File: src/rtl/fetch_queue_unit_pkg.sv
// Shared constants, entry type and helpers for the instruction-fetch queue.
package fetch_queue_unit_pkg;

  localparam int                  DEF_XLEN     = 32;
  localparam int                  DEF_DEPTH    = 4;
  localparam logic [DEF_XLEN-1:0] DEF_RESET_PC = 32'h0000_0000;
  localparam logic [DEF_XLEN-1:0] DEF_NOP      = 32'h0000_0000;

  typedef struct packed {
    logic [DEF_XLEN-1:0] instr;
    logic [DEF_XLEN-1:0] pcplus4;
  } fetch_entry_t;

  // Stall counter must stick at all-ones rather than wrap back to zero.
  function automatic logic [31:0] sat_inc32(input logic [31:0] v);
    return (v == 32'hFFFF_FFFF) ? v : (v + 32'd1);
  endfunction

endpackage

File: src/rtl/fetch_queue_unit_sync_fifo.sv
// DEPTH x W prefetch storage with natural-wrap pointers, occupancy and a flush
// that dominates any same-cycle push or pop.
module fetch_queue_unit_sync_fifo #(
  parameter int DEPTH = 4,
  parameter int W     = 64
) (
  input  logic                     clk,
  input  logic                     rst,
  input  logic                     flush,
  input  logic                     push,
  input  logic                     pop,
  input  logic [W-1:0]             wdata,
  output logic [W-1:0]             rdata,
  output logic [$clog2(DEPTH):0]   occupancy
);

  localparam int AW = $clog2(DEPTH);

  logic [W-1:0]  mem_r [DEPTH];
  logic [AW-1:0] wr_ptr_r;
  logic [AW-1:0] rd_ptr_r;
  logic [AW:0]   occ_r;

  // Pointer and occupancy bookkeeping; flush returns everything to the empty state.
  always_ff @(posedge clk or posedge rst) begin
    if (rst) begin
      wr_ptr_r <= {AW{1'b0}};
      rd_ptr_r <= {AW{1'b0}};
      occ_r    <= {(AW+1){1'b0}};
    end else if (flush) begin
      wr_ptr_r <= {AW{1'b0}};
      rd_ptr_r <= {AW{1'b0}};
      occ_r    <= {(AW+1){1'b0}};
    end else begin
      if (push) begin
        wr_ptr_r <= wr_ptr_r + AW'(1);
      end
      if (pop) begin
        rd_ptr_r <= rd_ptr_r + AW'(1);
      end
      occ_r <= occ_r + (AW+1)'(push) - (AW+1)'(pop);
    end
  end

  // Entry storage; stale slots are harmless because occupancy gates visibility.
  always_ff @(posedge clk) begin
    if (push && !flush) begin
      mem_r[wr_ptr_r] <= wdata;
    end
  end

  assign rdata     = mem_r[rd_ptr_r];
  assign occupancy = occ_r;

endmodule

File: src/rtl/fetch_queue_unit.sv
// Fetch stage: PC generator feeding a prefetch queue drained by decode via
// valid/ready, with redirect flush and a full-queue stall counter.
module fetch_queue_unit
  import fetch_queue_unit_pkg::*;
#(
  parameter int               DEPTH    = DEF_DEPTH,
  parameter int               XLEN     = DEF_XLEN,
  parameter logic [XLEN-1:0]  RESET_PC = DEF_RESET_PC,
  parameter logic [XLEN-1:0]  NOP      = DEF_NOP
) (
  input  logic                    clk,
  input  logic                    rst,
  output logic [XLEN-1:0]         imem_addr,
  input  logic [XLEN-1:0]         imem_rdata,
  output logic                    id_valid,
  input  logic                    id_ready,
  output logic [XLEN-1:0]         id_instr,
  output logic [XLEN-1:0]         id_pcplus4,
  input  logic                    redirect,
  input  logic [XLEN-1:0]         redirect_pc,
  output logic [$clog2(DEPTH):0]  occupancy,
  output logic [31:0]             stall_cnt
);

  localparam int              AW      = $clog2(DEPTH);
  localparam logic [AW:0]     DEPTH_C = (AW+1)'(DEPTH);

  logic [XLEN-1:0]   pc_r;
  logic [XLEN-1:0]   pc_nxt_s;
  logic [XLEN-1:0]   pc_plus4_s;
  logic [31:0]       stall_cnt_r;
  logic [AW:0]       occ_s;
  logic [2*XLEN-1:0] head_s;
  logic              valid_s;
  logic              pop_s;
  logic              room_s;
  logic              push_s;

  assign valid_s    = (occ_s != {(AW+1){1'b0}});
  assign pop_s      = valid_s & id_ready;
  assign room_s     = (occ_s < DEPTH_C) | pop_s;
  assign push_s     = room_s & ~redirect;
  assign pc_plus4_s = pc_r + XLEN'(4);

  // Next PC: redirect target (word aligned) beats sequential fetch; a full queue holds.
  always_comb begin
    pc_nxt_s = pc_r;
    if (redirect) begin
      pc_nxt_s = {redirect_pc[XLEN-1:2], 2'b00};
    end else if (push_s) begin
      pc_nxt_s = pc_plus4_s;
    end else begin
      pc_nxt_s = pc_r;
    end
  end

  // PC register and stall counter; a redirect cycle is never counted as a stall.
  always_ff @(posedge clk or posedge rst) begin
    if (rst) begin
      pc_r        <= RESET_PC;
      stall_cnt_r <= 32'd0;
    end else begin
      pc_r <= pc_nxt_s;
      if (!redirect && !push_s) begin
        stall_cnt_r <= sat_inc32(stall_cnt_r);
      end
    end
  end

  fetch_queue_unit_sync_fifo #(
    .DEPTH (DEPTH),
    .W     (2*XLEN)
  ) u_fifo (
    .clk       (clk),
    .rst       (rst),
    .flush     (redirect),
    .push      (push_s),
    .pop       (pop_s),
    .wdata     ({imem_rdata, pc_plus4_s}),
    .rdata     (head_s),
    .occupancy (occ_s)
  );

  assign imem_addr  = pc_r;
  assign id_valid   = valid_s;
  assign id_instr   = valid_s ? head_s[2*XLEN-1:XLEN] : NOP;
  assign id_pcplus4 = valid_s ? head_s[XLEN-1:0] : {XLEN{1'b0}};
  assign occupancy  = occ_s;
  assign stall_cnt  = stall_cnt_r;

endmodule
File: config.mk
export PLATFORM = sky130hd
export DESIGN_NAME = fetch_queue_unit
export DESIGN_NICKNAME = d
export VERILOG_FILES = /design/src/rtl/fetch_queue_unit_pkg.sv /design/src/rtl/fetch_queue_unit_sync_fifo.sv /design/src/rtl/fetch_queue_unit.sv
export SDC_FILE = /design/constraint.sdc
export NUM_CORES = 1
export LEC_CHECK = 0
export BUFFER_PORTS_ARGS = -buffer_cell sky130_fd_sc_hd__buf_4
export CORE_ASPECT_RATIO = 0.8
export CORE_UTILIZATION = 55
export DETAILED_ROUTE_END_ITERATION = 7
export PLACE_DENSITY = 0.77
export RECOVER_POWER = 25
export SETUP_SLACK_MARGIN = 0.1
export SLEW_MARGIN = 20
export SYNTH_ARGS = -nofsm -noshare
export SYNTH_HDL_FRONTEND = slang
export SYNTH_SLANG_ARGS = --single-unit
export TNS_END_PERCENT = 30
File: constraint.sdc
create_clock -name clk -period 3.55 [get_ports clk]
set_clock_uncertainty 0.1 [all_clocks]
set_input_delay 0.355 -clock clk [delete_from_list [all_inputs] [get_ports clk]]
set_output_delay 0.355 -clock clk [all_outputs]
set_load 0.005 [all_outputs]
# == Word-level counts from Yosys, hierarchy flattened ==
# Memory sizes are Yosys's and may differ from the RTL's.
# Cells that the tools add are included.
# totals
ff_bits,71
ramBits,256
inputBits,68
out_inout_bits,132
elab_cells,38
mem_count,1
# classes
addsub,6
magnitude_cmp,1
n_eq_ne,1
mux,11
bitwise_logic,5
reduce_logical,8
# memory_table
memory,depth,width,read_ports,rd_ports_with_merged_regs,write_ports,line,source
u_fifo.mem_r,4,64,1,0,1,fetch_queue_unit_sync_fifo.sv:19,logic [W-1:0] mem_r [DEPTH];
# op_table
operator,n
two-way mux 32 bit,4
"adder 32 x 1 -> 32 bit, second input constant",1
"adder 32 x 3 -> 32 bit, second input constant",1
"== test 32 bit, second input constant",1
two-way mux 2 bit,4
"adder 2 x 1 -> 2 bit, second input constant",2
nonzero test 2 bit,2
adder 3 x 1 -> 3 bit,1
"< comparator 3 bit, second input constant",1
two-way mux 3 bit,1
nonzero test 3 bit,1
subtractor 3 x 1 -> 3 bit,1
bitwise AND 1 bit,2
logical AND 1 bit,2
logical NOT 1 bit,2
two-way mux 1 bit,2
inverter 1 bit,2
AND reduction 2 bit,1
OR 1 bit,1

# == Longest topological paths before layout ==
# Gate-level depths: netlist (run 1).
# depth
ltp_word,7
mapped_depth,10
mapped_depth_nobuf,9

# == Cells and area by module ==
# From an unflattened synthesis (run 1), not the netlist that was laid out.
# hier_totals
cells_unflattened,849
area_unflattened_um2,13814.5
# by_module_without_submodules
mod,instances,cells_each,area_per_inst_um2,seq_area_each_um2
fetch_queue_unit_sync_fifo,1,373,9691.8,7862.5
fetch_queue_unit,1,476,4122.7,1551.5

# == Worst setup path after synthesis (run 1) ==
# Ideal clock, no wire load.
# synth_timing
kind,flip-flop to flip-flop
startpoint,"reg u_fifo.occ_r[2], in the netlist u_fifo.occupancy[2]"
endpoint,"mem u_fifo.mem_r[0][10], enable pin"
arrival_time_ns,2.456
t_required_ns,3.023
setup_slack_ns,0.567
stages_incl_launch_ff,5
period_less_slack_ns,2.983
cell_sequence,dfrtp_1 -> nor2b_1 -> buf_2 -> nor2_1 -> and2_1
# synth_via
elab_chain_len,7
word_cells_on_any_way,8
classes_between,order compare: 1; mux: 2; bitwise: 3; reduce/logical: 2
# synth_rtl
item,line,source
"start, declared",fetch_queue_unit_sync_fifo.sv:22,logic [AW:0] occ_r;
"start signal, assigned",fetch_queue_unit_sync_fifo.sv:29,occ_r <= {(AW+1){1'b0}};
"start signal, assigned",fetch_queue_unit_sync_fifo.sv:33,occ_r <= {(AW+1){1'b0}};
"start signal, assigned",fetch_queue_unit_sync_fifo.sv:41,occ_r <= occ_r + (AW+1)'(push) - (AW+1)'(pop);
"parallel branches: the longest is 2 deep, another holds < comparator 3 bit",n/a,
OR 1 bit *,fetch_queue_unit.sv:41,assign room_s = (occ_s < DEPTH_C) | pop_s;
bitwise AND 1 bit *,fetch_queue_unit.sv:42,assign push_s = room_s & ~redirect;
logical AND 1 bit *,fetch_queue_unit_sync_fifo.sv:47,if (push && !flush) begin
two-way mux 1 bit *,fetch_queue_unit_sync_fifo.sv:47,
two-way mux 1 bit (implied by the code) *,fetch_queue_unit_sync_fifo.sv:48,mem_r[wr_ptr_r] <= wdata;
"end, declared",fetch_queue_unit_sync_fifo.sv:19,
# Every way passes the cells marked *.

# == Final worst setup path (run 1) ==
# layout_timing
startpoint,reg u_fifo.rd_ptr_r[0]
endpoint,out id_pcplus4[12]
# layout_via
elab_chain_len,2
# layout_rtl
item,line,source
"start, declared",fetch_queue_unit_sync_fifo.sv:21,logic [AW-1:0] rd_ptr_r;
"start signal, assigned",fetch_queue_unit_sync_fifo.sv:28,rd_ptr_r <= {AW{1'b0}};
"start signal, assigned",fetch_queue_unit_sync_fifo.sv:32,rd_ptr_r <= {AW{1'b0}};
"start signal, assigned",fetch_queue_unit_sync_fifo.sv:39,rd_ptr_r <= rd_ptr_r + AW'(1);
memory (4 x 64 bit),n/a,
two-way mux 32 bit,fetch_queue_unit.sv:87,assign id_pcplus4 = valid_s ? head_s[XLEN-1:0] : {XLEN{1'b0}};
"end, declared",fetch_queue_unit.sv:18,"output logic [XLEN-1:0] id_pcplus4,"
# No other way between the ends.

==> tab_implementation.tex, run 1 <==
\begin{tabular}{lr}
\hline
Metric & Value \\
\hline
\multicolumn{2}{l}{\textbf{Global route}} \\
\quad Largest net degree at the start of global routing & approximately 70 \\
\quad Tot GR Track Use & between 20\% and 30\% \\
\quad Number of global-route vias before repair & roughly 8100 \\
\quad Antenna violations before repair & 0 \\
\quad Total gr overflow & 0 \\
\quad Global-route wire length before repair & around 45 mm \\
\multicolumn{2}{l}{\textbf{Timing}} \\
\quad RSZ-0062 raised after global routing & false \\
\quad Final Setup Violations & 0 \\
\quad Final Slew Violations & 31 \\
\quad Hold Violations, Final & 0 \\
\quad Transition time at the pin with the least slew margin & 1680 ps \\
\quad Fmax & 0.344 GHz \\
\quad Headroom to the max-slew limit & -12.3\% \\
\quad Final total negative setup slack & 0 ps \\
\quad Final cycle utilization of the critical path & 81.8\% \\
\quad Shortest period the worst path allows & approximately 2900 ps \\
\multicolumn{2}{l}{\textbf{Setup path}} \\
\quad Timing startpoint of the critical path & u\_fifo.rd\_ptr\_r[0] \\
\quad Library cell contributing the largest single delay on the critical path & sky130\_fd\_sc\_hd\_\_dfrtp\_4 \\
\quad Number of cell instances on the worst register-to-register path & 6 \\
\quad Critical path fanouts, max & 17 \\
\quad Sort of element at the start of the critical path & register \\
\quad Worst reg-to-reg setup slack & between 800 and 900 ps \\
\quad End of the worst register-to-register path & u\_fifo.mem\_r[1][21] \\
\quad Critical Path AT & 2450 ps \\
\quad Worst reg2reg path startpoint & imem\_addr[9] \\
\quad Series of cell instances along the critical path & buf\_4, mux4\_2, and2\_1, buf\_4 \\
\quad Delay contributed by the slowest stage of the critical path & between 600 and 700 ps \\
\quad Sort of element at the end of the critical path & output pin \\
\quad Crit Path Class & register to output pin \\
\quad Top cell family by delay on the critical path & flip-flops \\
\quad Most repeated library cell on the critical path & sky130\_fd\_sc\_hd\_\_buf\_4 \\
\quad Total buffers and inverters traversed by the critical path & 2 \\
\quad Req. time, crit path & just over 3000 ps \\
\multicolumn{2}{l}{\textbf{CTS}} \\
\quad Clk Latency, worst-skew pair & between 500 and 600 ps \\
\quad Buffers inserted by post-CTS timing repair & 0 \\
\quad Clock tree from TritonCTS & built \\
\quad Clock transition at the register clock pins on the worst setup and hold paths after CTS & $\sim$60 ps \\
\quad Root buffer cell & sky130\_fd\_sc\_hd\_\_clkbuf\_16 \\
\quad Quantity of gates resized following cts & 0 \\
\quad Number of H-tree branching levels & 1 \\
\quad Number of buffers inserted for hold repair after clock tree synthesis & 63 \\
\quad Longest Clk Path Bufs & 3 \\
\quad TritonCTS buffer count & 30 \\
\quad Number of clock sinks & between 300 and 400 \\
\multicolumn{2}{l}{\textbf{Die}} \\
\quad Starting Density & a little under three fifths \\
\quad Die Ht & approximately 140 µm \\
\quad Die boundary width & 177 µm \\
\quad Floorplan core area & $\sim$24000 µm² \\
\quad Number of core rows & 50 \\
\quad Die area & 25100 µm² \\
\quad Number of placed I/O pins & 200 \\
\multicolumn{2}{l}{\textbf{Min path}} \\
\quad Hold depth & 4 \\
\quad Worst hold path endpoint & stall\_cnt[4] \\
\quad Path category of the worst min-delay check & input port to register \\
\quad Min-delay src & id\_ready \\
\multicolumn{2}{l}{\textbf{Power and ir drop}} \\
\quad Worst ir drop on vdd & between 300 and 400 µV \\
\quad Standby leakage power & 6.12 nW \\
\quad Total power divided by cell area & between 600 and 700 nW/µm² \\
\quad Pwr Total & about 0.011 W \\
\multicolumn{2}{l}{\textbf{Yosys}} \\
\quad Number of instances in the synthesized netlist & roughly 840 \\
\quad FFs w/ async S/R, synth & a little over a fifth \\
\quad Syn Std Cell Area & between 10000 and 15000 µm² \\
\quad Sequential element share of the synthesized area & a little under 70\% \\
\quad Number of storage elements in the synthesis netlist & approximately 320 \\
\quad Post-synthesis share of cell area spent on full adders, half adders and majority gates & less than 1\% \\
\quad Netlist cell types & between 40 and 50 \\
\quad Main flop type after synthesis & sky130\_fd\_sc\_hd\_\_edfxtp\_1 \\
\quad Count of flip-flops with a built-in enable after synthesis & approximately 250 \\
\quad Portion of netlist area occupied by mux cells & 10.5\% \\
\quad Parity-gate share of the synthesized area counting xor and xnor cells & roughly 5.9\% \\
\quad Yosys warns & 0 \\
\quad Mapped Avg Cell Area & 16.1 µm² \\
\quad Compound-cell area share of the yosys netlist & $\sim$1.8\% \\
\quad Post-synthesis simple-gate area fraction & 10.8\% \\
\quad Main combinational cell family by area after synthesis & simple AND/OR/NAND/NOR gates \\
\multicolumn{2}{l}{\textbf{Final layout}} \\
\quad Fill count & approximately 1500 \\
\quad Fin nets & 1175 \\
\quad Share of final-layout standard cells stronger than drive strength 1 & a little over a quarter \\
\quad Diodes inserted & 0 \\
\quad Most common cell after layout, fill and taps aside & sky130\_fd\_sc\_hd\_\_edfxtp\_1 \\
\quad Area growth, synth to finish & 24.8\% \\
\quad Seq. cell area & 9180 µm² \\
\quad Commonest cells after routing, fill and taps aside & 248 x sky130\_fd\_sc\_hd\_\_edfxtp\_1, 171 x sky130\_fd\_sc\_hd\_\_buf\_4, 68 x sky130\_fd\_sc\_hd\_\_and2\_1 \\
\quad Multi-input gate area in the final layout & slightly above 4000 µm² \\
\multicolumn{2}{l}{\textbf{Status}} \\
\quad Result of the run & finished, violations left \\
\quad Violated checks & max-capacitance violations, max-slew violations \\
\multicolumn{2}{l}{\textbf{Routing}} \\
\quad Routed vias/inst & between 5 and 6 \\
\quad Residual antenna-violating net count after detailed routing & 0 \\
\quad First drt pass iteration count & 5 \\
\quad Wirelength, routed & between 20 and 30 mm \\
\quad Overall via count from detail\_route & roughly 8000 \\
\quad DRT iter0 DRCs & between 700 and 800 \\
\quad Post-route DRC violation count & 0 \\
\quad Per-cell routed wire length & between 20 and 25 µm \\
\multicolumn{2}{l}{\textbf{Place}} \\
\quad Final weighted congestion in routability-driven placement & around 0.8 \\
\quad Total of buffers placed on input and output ports & around 190 \\
\quad Half-perimeter wire length of the detailed placement result & $\sim$18 mm \\
\multicolumn{2}{l}{\textbf{Run}} \\
\quad Max-capacitance violation count & 1 \\
\hline
\end{tabular}
## tightest hold or removal path, cell delays in order
cell	delay, ps
sky130_fd_sc_hd__buf_4	110
sky130_fd_sc_hd__nor3b_4	70
sky130_fd_sc_hd__nand3_1	90
sky130_fd_sc_hd__xnor2_1	60
## power by group
part / total, W / internal (W) / leakage (nW) / switching (W)
Combinational: 0.00285 / 0.00153 / 2.46 / 0.00132
Sequential: 0.00474 / 0.00450 / 3.18 / 0.000241
Clock: 0.00328 / 0.00197 / 0.481 / 0.00131
Total: 0.0109 / 0.00800 / 6.12 / 0.00287
## cells in the mapped netlist (all sizes together) (2+ instances only)
library cell,n,share of area [%]
o21ai,30,1.1
nand3,43,1.6
buf,21,0.89
nand4,27,1.4
xnor2,59,3.8
mux4,62,10
ha,8,0.74
and2,73,3.4
inv,10,0.28
dfrtp,69,13
a31oi,4,0.19
or3,2,0.093
nor2,20,0.59
a21oi,2,0.074
nor3,11,0.67
nand2,58,1.6
xor2,32,2.1
clkbuf,27,0.75
nor4,3,0.19
and3,10,0.46
edfxtp,248,55
nor2b,2,0.093
and4,5,0.33
## cells by family (layout without fill, tap and decap cells)
family / Yosys count / in the layout
DFF: 317 / 317
and+or+nand+nor: 258 / 258
xor gates and xnor gates: 91 / 91
muxes: 64 / 64
buffers and inverters: 58 / 340
AOI/OAI and AO/OA: 39 / 39
adders and majority gates: 9 / 9
other: 1 / 4
## registers in the layout, summed over array words and instances, names as in the netlist
| register | count |
|---|---|
| imem_addr | 30 |
| stall_cnt | 32 |
| u_fifo.mem_r | 248 |
| u_fifo.occupancy | 3 |
| u_fifo.rd_ptr_r | 2 |
| u_fifo.wr_ptr_r | 2 |
## stage by stage
step           util (%)  setup WS (ps)  std cells  hold slack [ps]  cell area [µm²]
2_1_floorplan         -            567        840              354            13500
3_3_place_gp       64.5            983       1315              295            15300
3_5_place_dp       64.5            924       1315              296            15300
4_1_cts            71.5            595       1434             75.0            16900
5_1_grt            70.9            397       1434             91.0            16800
6_report           70.9            646       1434             90.6            16800
## per-layer routing
layer  global-route usage [%]  routed length, µm  part of all wire, %  vias to the layer above
li1                         -                  -                    -                     3657
met1                     35.1              12700                   44                     4070
met2                     36.8              13500                   47                      294
met3                     4.46               2110                  7.3                       41
met4                     5.13                493                  1.7                        0
met5                        0                  0                    0                        -
## layout make-up
cell class / count / share of cell area [%]
sequential: 317 / 54.6
multi-input combinational: 465 / 24.2
timing repair buffer: 274 / 12.7
clock buffer: 43 / 4.88
tap: 312 / 2.32
clock inverter: 13 / 1.13
inverter: 10 / 0.223
## worst max-delay path by stage
| stage | endpoint | slack [ps] | depth (start not counted) |
|---|---|---|---|
| global route | u_fifo.occupancy[1] | 400 | 4 |
| CTS | id_pcplus4[12] | 590 | 4 |
| global placement | u_fifo.mem_r[0][31] | 980 | 6 |
| detailed placement | u_fifo.mem_r[1][31] | 920 | 6 |
| floorplan | u_fifo.mem_r[0][10] | 570 | 4 |
| finish | id_pcplus4[12] | 650 | 4 |
No activity file was read; power rests on OpenSTA's default activity.
==> run 2, diff against run 1 <==
- ABC_AREA: default -> 1
- clock period: 3.55 -> 2.75 ns (I/O delays scaled with it)
==> tab_implementation.tex, run 2 <==
\begin{tabular}{lr}
\hline
Metric & Value \\
\hline
\multicolumn{2}{l}{\textbf{Status}} \\
\quad Result of the run & finished, final reports clean \\
\multicolumn{2}{l}{\textbf{Global route}} \\
\quad Global-route wire length before repair & 55.3 mm (+22\%) \\
\quad Number of global-route vias before repair & 10700 (+32\%) \\
\quad Antenna violations before repair & 0 (unchanged) \\
\quad Total gr overflow & 0 (unchanged) \\
\quad Tot GR Track Use & 26.6\% (+2.9 points) \\
\quad Largest net degree at the start of global routing & 69 (-2.8\%) \\
\multicolumn{2}{l}{\textbf{Die}} \\
\quad Number of core rows & 52 (+4.0\%) \\
\quad Die Ht & 146 µm (+2.9\%) \\
\quad Die boundary width & 182 µm (+2.9\%) \\
\quad Floorplan core area & 25400 µm² (+7.0\%) \\
\quad Die area & 26600 µm² (+5.8\%) \\
\quad Starting Density & 56.2\% (-0.61 points) \\
\quad Number of placed I/O pins & 200 (unchanged) \\
\multicolumn{2}{l}{\textbf{Setup path}} \\
\quad Crit Path Class & register to output pin \\
\quad End of the worst register-to-register path & stall\_cnt[10] \\
\quad Critical path fanouts, max & 57 (+40) \\
\quad Worst reg2reg path startpoint & stall\_cnt[0] \\
\quad Sort of element at the end of the critical path & output pin \\
\quad Sort of element at the start of the critical path & register \\
\quad Number of cell instances on the worst register-to-register path & 10 (+4) \\
\quad Critical Path AT & 2210 ps (-240 ps) \\
\quad Req. time, crit path & 2380 ps (-710 ps) \\
\quad Worst reg-to-reg setup slack & 440 ps (-430 ps) \\
\multicolumn{2}{l}{\textbf{Run}} \\
\quad Max-capacitance violation count & 0 (-1) \\
\multicolumn{2}{l}{\textbf{Final layout}} \\
\quad Area growth, synth to finish & 23.8\% \\
\quad Commonest cells after routing, fill and taps aside & 348 x sky130\_fd\_sc\_hd\_\_nand2\_1, 339 x sky130\_fd\_sc\_hd\_\_nor2\_1, 248 x sky130\_fd\_sc\_hd\_\_edfxtp\_1 \\
\quad Fraction of the core area covered by cells at the end of the flow & 69.6\% (-1.3 points) \\
\quad Number of flip-flops under the largest register name & 248 (unchanged) \\
\quad Share of final-layout standard cells stronger than drive strength 1 & 14.7\% (-12 points) \\
\quad Post-route cell area & 17700 µm² (+5.0\%) \\
\quad Fin nets & 1793 (+53\%) \\
\quad Most common cell after layout, fill and taps aside & sky130\_fd\_sc\_hd\_\_nand2\_1 \\
\quad Largest reg by FF count & u\_fifo.mem\_r \\
\multicolumn{2}{l}{\textbf{Yosys}} \\
\quad Cell type with the largest total area after synthesis & sky130\_fd\_sc\_hd\_\_edfxtp\_1 \\
\quad Syn Std Cell Area & 14300 µm² (+5.9\%) \\
\quad FFs w/ async S/R, synth & 21.8\% (unchanged) \\
\quad Share of Yosys cell area claimed by the top area cell type & 52.2\% (-3.1 points) \\
\quad Sequential element share of the synthesized area & 64.3\% (-3.8 points) \\
\quad Main flop type after synthesis & sky130\_fd\_sc\_hd\_\_edfxtp\_1 \\
\quad Leading post-synthesis cells by instance count & 348 x sky130\_fd\_sc\_hd\_\_nand2\_1, 343 x sky130\_fd\_sc\_hd\_\_nor2\_1, 248 x sky130\_fd\_sc\_hd\_\_edfxtp\_1 \\
\quad Mapped Avg Cell Area & 9.74 µm² (-40\%) \\
\quad Most common cell in the synthesized netlist & sky130\_fd\_sc\_hd\_\_nand2\_1 \\
\quad Netlist cell types & 33 (-25\%) \\
\quad Number of instances in the synthesized netlist & 1465 (+75\%) \\
\quad Largest cells by area after synthesis & sky130\_fd\_sc\_hd\_\_edfxtp\_1 52\%, sky130\_fd\_sc\_hd\_\_dfrtp\_1 12\%, sky130\_fd\_sc\_hd\_\_nand2\_1 9.2\% \\
\quad Number of storage elements in the synthesis netlist & 317 (unchanged) \\
\quad Yosys warns & 0 (unchanged) \\
\quad Count of flip-flops with a built-in enable after synthesis & 248 (unchanged) \\
\multicolumn{2}{l}{\textbf{Min path}} \\
\quad Min-delay src & redirect \\
\quad Path category of the worst min-delay check & input port to register \\
\quad Hold depth & 2 (-2) \\
\quad Worst hold path endpoint & u\_fifo.occupancy[0] \\
\multicolumn{2}{l}{\textbf{Routing}} \\
\quad Routed vias/inst & 5.42 (-3.6\%) \\
\quad DRT iter0 DRCs & 990 (+39\%) \\
\quad Residual antenna-violating net count after detailed routing & 0 (unchanged) \\
\quad Wirelength, routed & 35.9 mm (+24\%) \\
\quad First drt pass iteration count & 5 (unchanged) \\
\quad Post-route DRC violation count & 0 (unchanged) \\
\quad Per-cell routed wire length & 17.4 µm (-14\%) \\
\quad Overall via count from detail\_route & 11200 (+39\%) \\
\multicolumn{2}{l}{\textbf{Timing}} \\
\quad Final cycle utilization of the critical path & between 90\% and 100\% \\
\quad Worst setup slack after layout & 162 ps (-484 ps) \\
\quad Shortest period the worst path allows & about 2600 ps \\
\quad Transition time at the pin with the least slew margin & 789 ps (-896 ps) \\
\quad Final Setup Violations & 0 (unchanged) \\
\quad RSZ-0062 raised after global routing & true \\
\quad Hold Violations, Final & 0 (unchanged) \\
\quad Headroom to the max-slew limit & 47.4\% (+60 points) \\
\quad Fmax & between 0.3 and 0.4 GHz \\
\quad Final Slew Violations & 0 (-100\%) \\
\quad Final total negative setup slack & 0 ps (unchanged) \\
\multicolumn{2}{l}{\textbf{CTS}} \\
\quad TritonCTS buffer count & 31 (+3.3\%) \\
\quad Root buffer cell & sky130\_fd\_sc\_hd\_\_clkbuf\_16 \\
\quad Clk Latency, worst-skew pair & 560 ps (about the same) \\
\quad Number of clock sinks & 317 (unchanged) \\
\quad Longest Clk Path Bufs & 3 (unchanged) \\
\quad Clock tree from TritonCTS & built \\
\quad Number of H-tree branching levels & 1 (unchanged) \\
\quad Clock transition at the register clock pins on the worst setup and hold paths after CTS & 70 ps (about the same) \\
\multicolumn{2}{l}{\textbf{Power and ir drop}} \\
\quad Worst ir drop on vdd & 669 µV (+73\%) \\
\quad Total power divided by cell area & 820 nW/µm² (+27\%) \\
\quad Pwr Total & 0.0145 W (+33\%) \\
\quad Standby leakage power & 7.14 nW (+17\%) \\
\multicolumn{2}{l}{\textbf{Place}} \\
\quad Worst-case setup slack after placement & 470 ps (-454 ps) \\
\quad Placed inst area & 16100 µm² (+5.4\%) \\
\quad Total of buffers placed on input and output ports & 193 (unchanged) \\
\quad Half-perimeter wire length of the detailed placement result & 21.9 mm (+22\%) \\
\quad Final weighted congestion in routability-driven placement & 0.882 (+11\%) \\
\hline
\end{tabular}
run 2: changes by cell type in the layout (fill, tap and decap cells not counted), sizes merged, moves of 13 or more:
| cell | delta |
|---|---|
| nand4 | -25 |
| xor2 | -13 |
| nand2 | +294 |
| nor2 | +332 |
| mux4 | -62 |
| o21ai | +105 |
| a21oi | +63 |
| xnor2 | -49 |
| inv | +66 |
| and2 | -71 |
| a22oi | +23 |
run 2: timing repair:
item | in CTS | in global routing
endpoints found under the hold margin | 173 | 0
hold buffers | 64 | 0
cloned | 0 | 0
setup endpoints to repair | 39 | 30
gates resized for setup | 2 | 9
buffers inserted | 1 | 0
run 2: cell families (layout without fill, tap and decap cells):
group	count (synthesis)	after routing	share of synthesized area, %
AO/OA/AOI/OAI	224	224	8.27
XOR/XNOR	29	29	1.78
adder cells (fa/ha/maj)	9	9	0.842
buffers and inverters	139	412	4.08
flip-flops	317	317	64.3
other	1	5	0.0263
AND/OR/NAND/NOR	746	746	20.7
run 2: worst max-delay path, stage by stage (launching register included):
cell and delay, ps:
sky130_fd_sc_hd__dfrtp_4 600, sky130_fd_sc_hd__inv_2 150, sky130_fd_sc_hd__buf_12 240, sky130_fd_sc_hd__o21ai_0 130, sky130_fd_sc_hd__a21oi_1 340, sky130_fd_sc_hd__buf_4 180
run 2: layer usage:
layer | share of wire, % | wire length (µm) | up-vias | global-route usage [%]
met3 | 8.9 | 3190 | 58 | 4.96
met5 | 0 | 0 | - | 0
met2 | 45 | 16300 | 510 | 42.1
met4 | 1.8 | 644 | 0 | 6.93
met1 | 44 | 15700 | 5253 | 38.2
li1 | - | - | 5376 | -
run 2: through the flow:
stage	hold WS, ps	instances
after global placement	185	1942
after CTS	1.03	2065
after global routing	38.2	2065
after floorplan	274	1468
after detailed placement	191	1942
final	32.7	2066
run 2: worst max-delay path by stage:
| stage | from | endpoint | slack (ps) | depth (start not counted) |
|---|---|---|---|---|
| global route | u_fifo.rd_ptr_r[0] | id_pcplus4[14] | 70 | 5 |
| finish | u_fifo.rd_ptr_r[0] | id_pcplus4[14] | 160 | 5 |
| detailed placement | stall_cnt[0] | stall_cnt[12] | 470 | 10 |
| floorplan | redirect | u_fifo.mem_r[0][10] | -140 | 4 |
| CTS | u_fifo.rd_ptr_r[0] | id_pcplus4[3] | 110 | 5 |
| global placement | u_fifo.rd_ptr_r[0] | id_pcplus4[3] | 520 | 5 |
run 2: layout make-up:
type / instances / area [µm²]
Sequential cell: 317 / 9180
Clock buffer: 35 / 791
Tap cell: 324 / 405
Multi-Input combinational cell: 1012 / 4550
Antenna cell: 1 / 2.50
Inverter: 74 / 283
Fill cell: 1890 / 7720
Timing Repair Buffer: 280 / 2270
Clock inverter: 23 / 171
run 2: where the power goes:
| part | internal [W] | switching (W) |
|---|---|---|
| Clock | 0.00225 | 0.00179 |
| Sequential | 0.00590 | 0.000339 |
| Combinational | 0.00169 | 0.00249 |
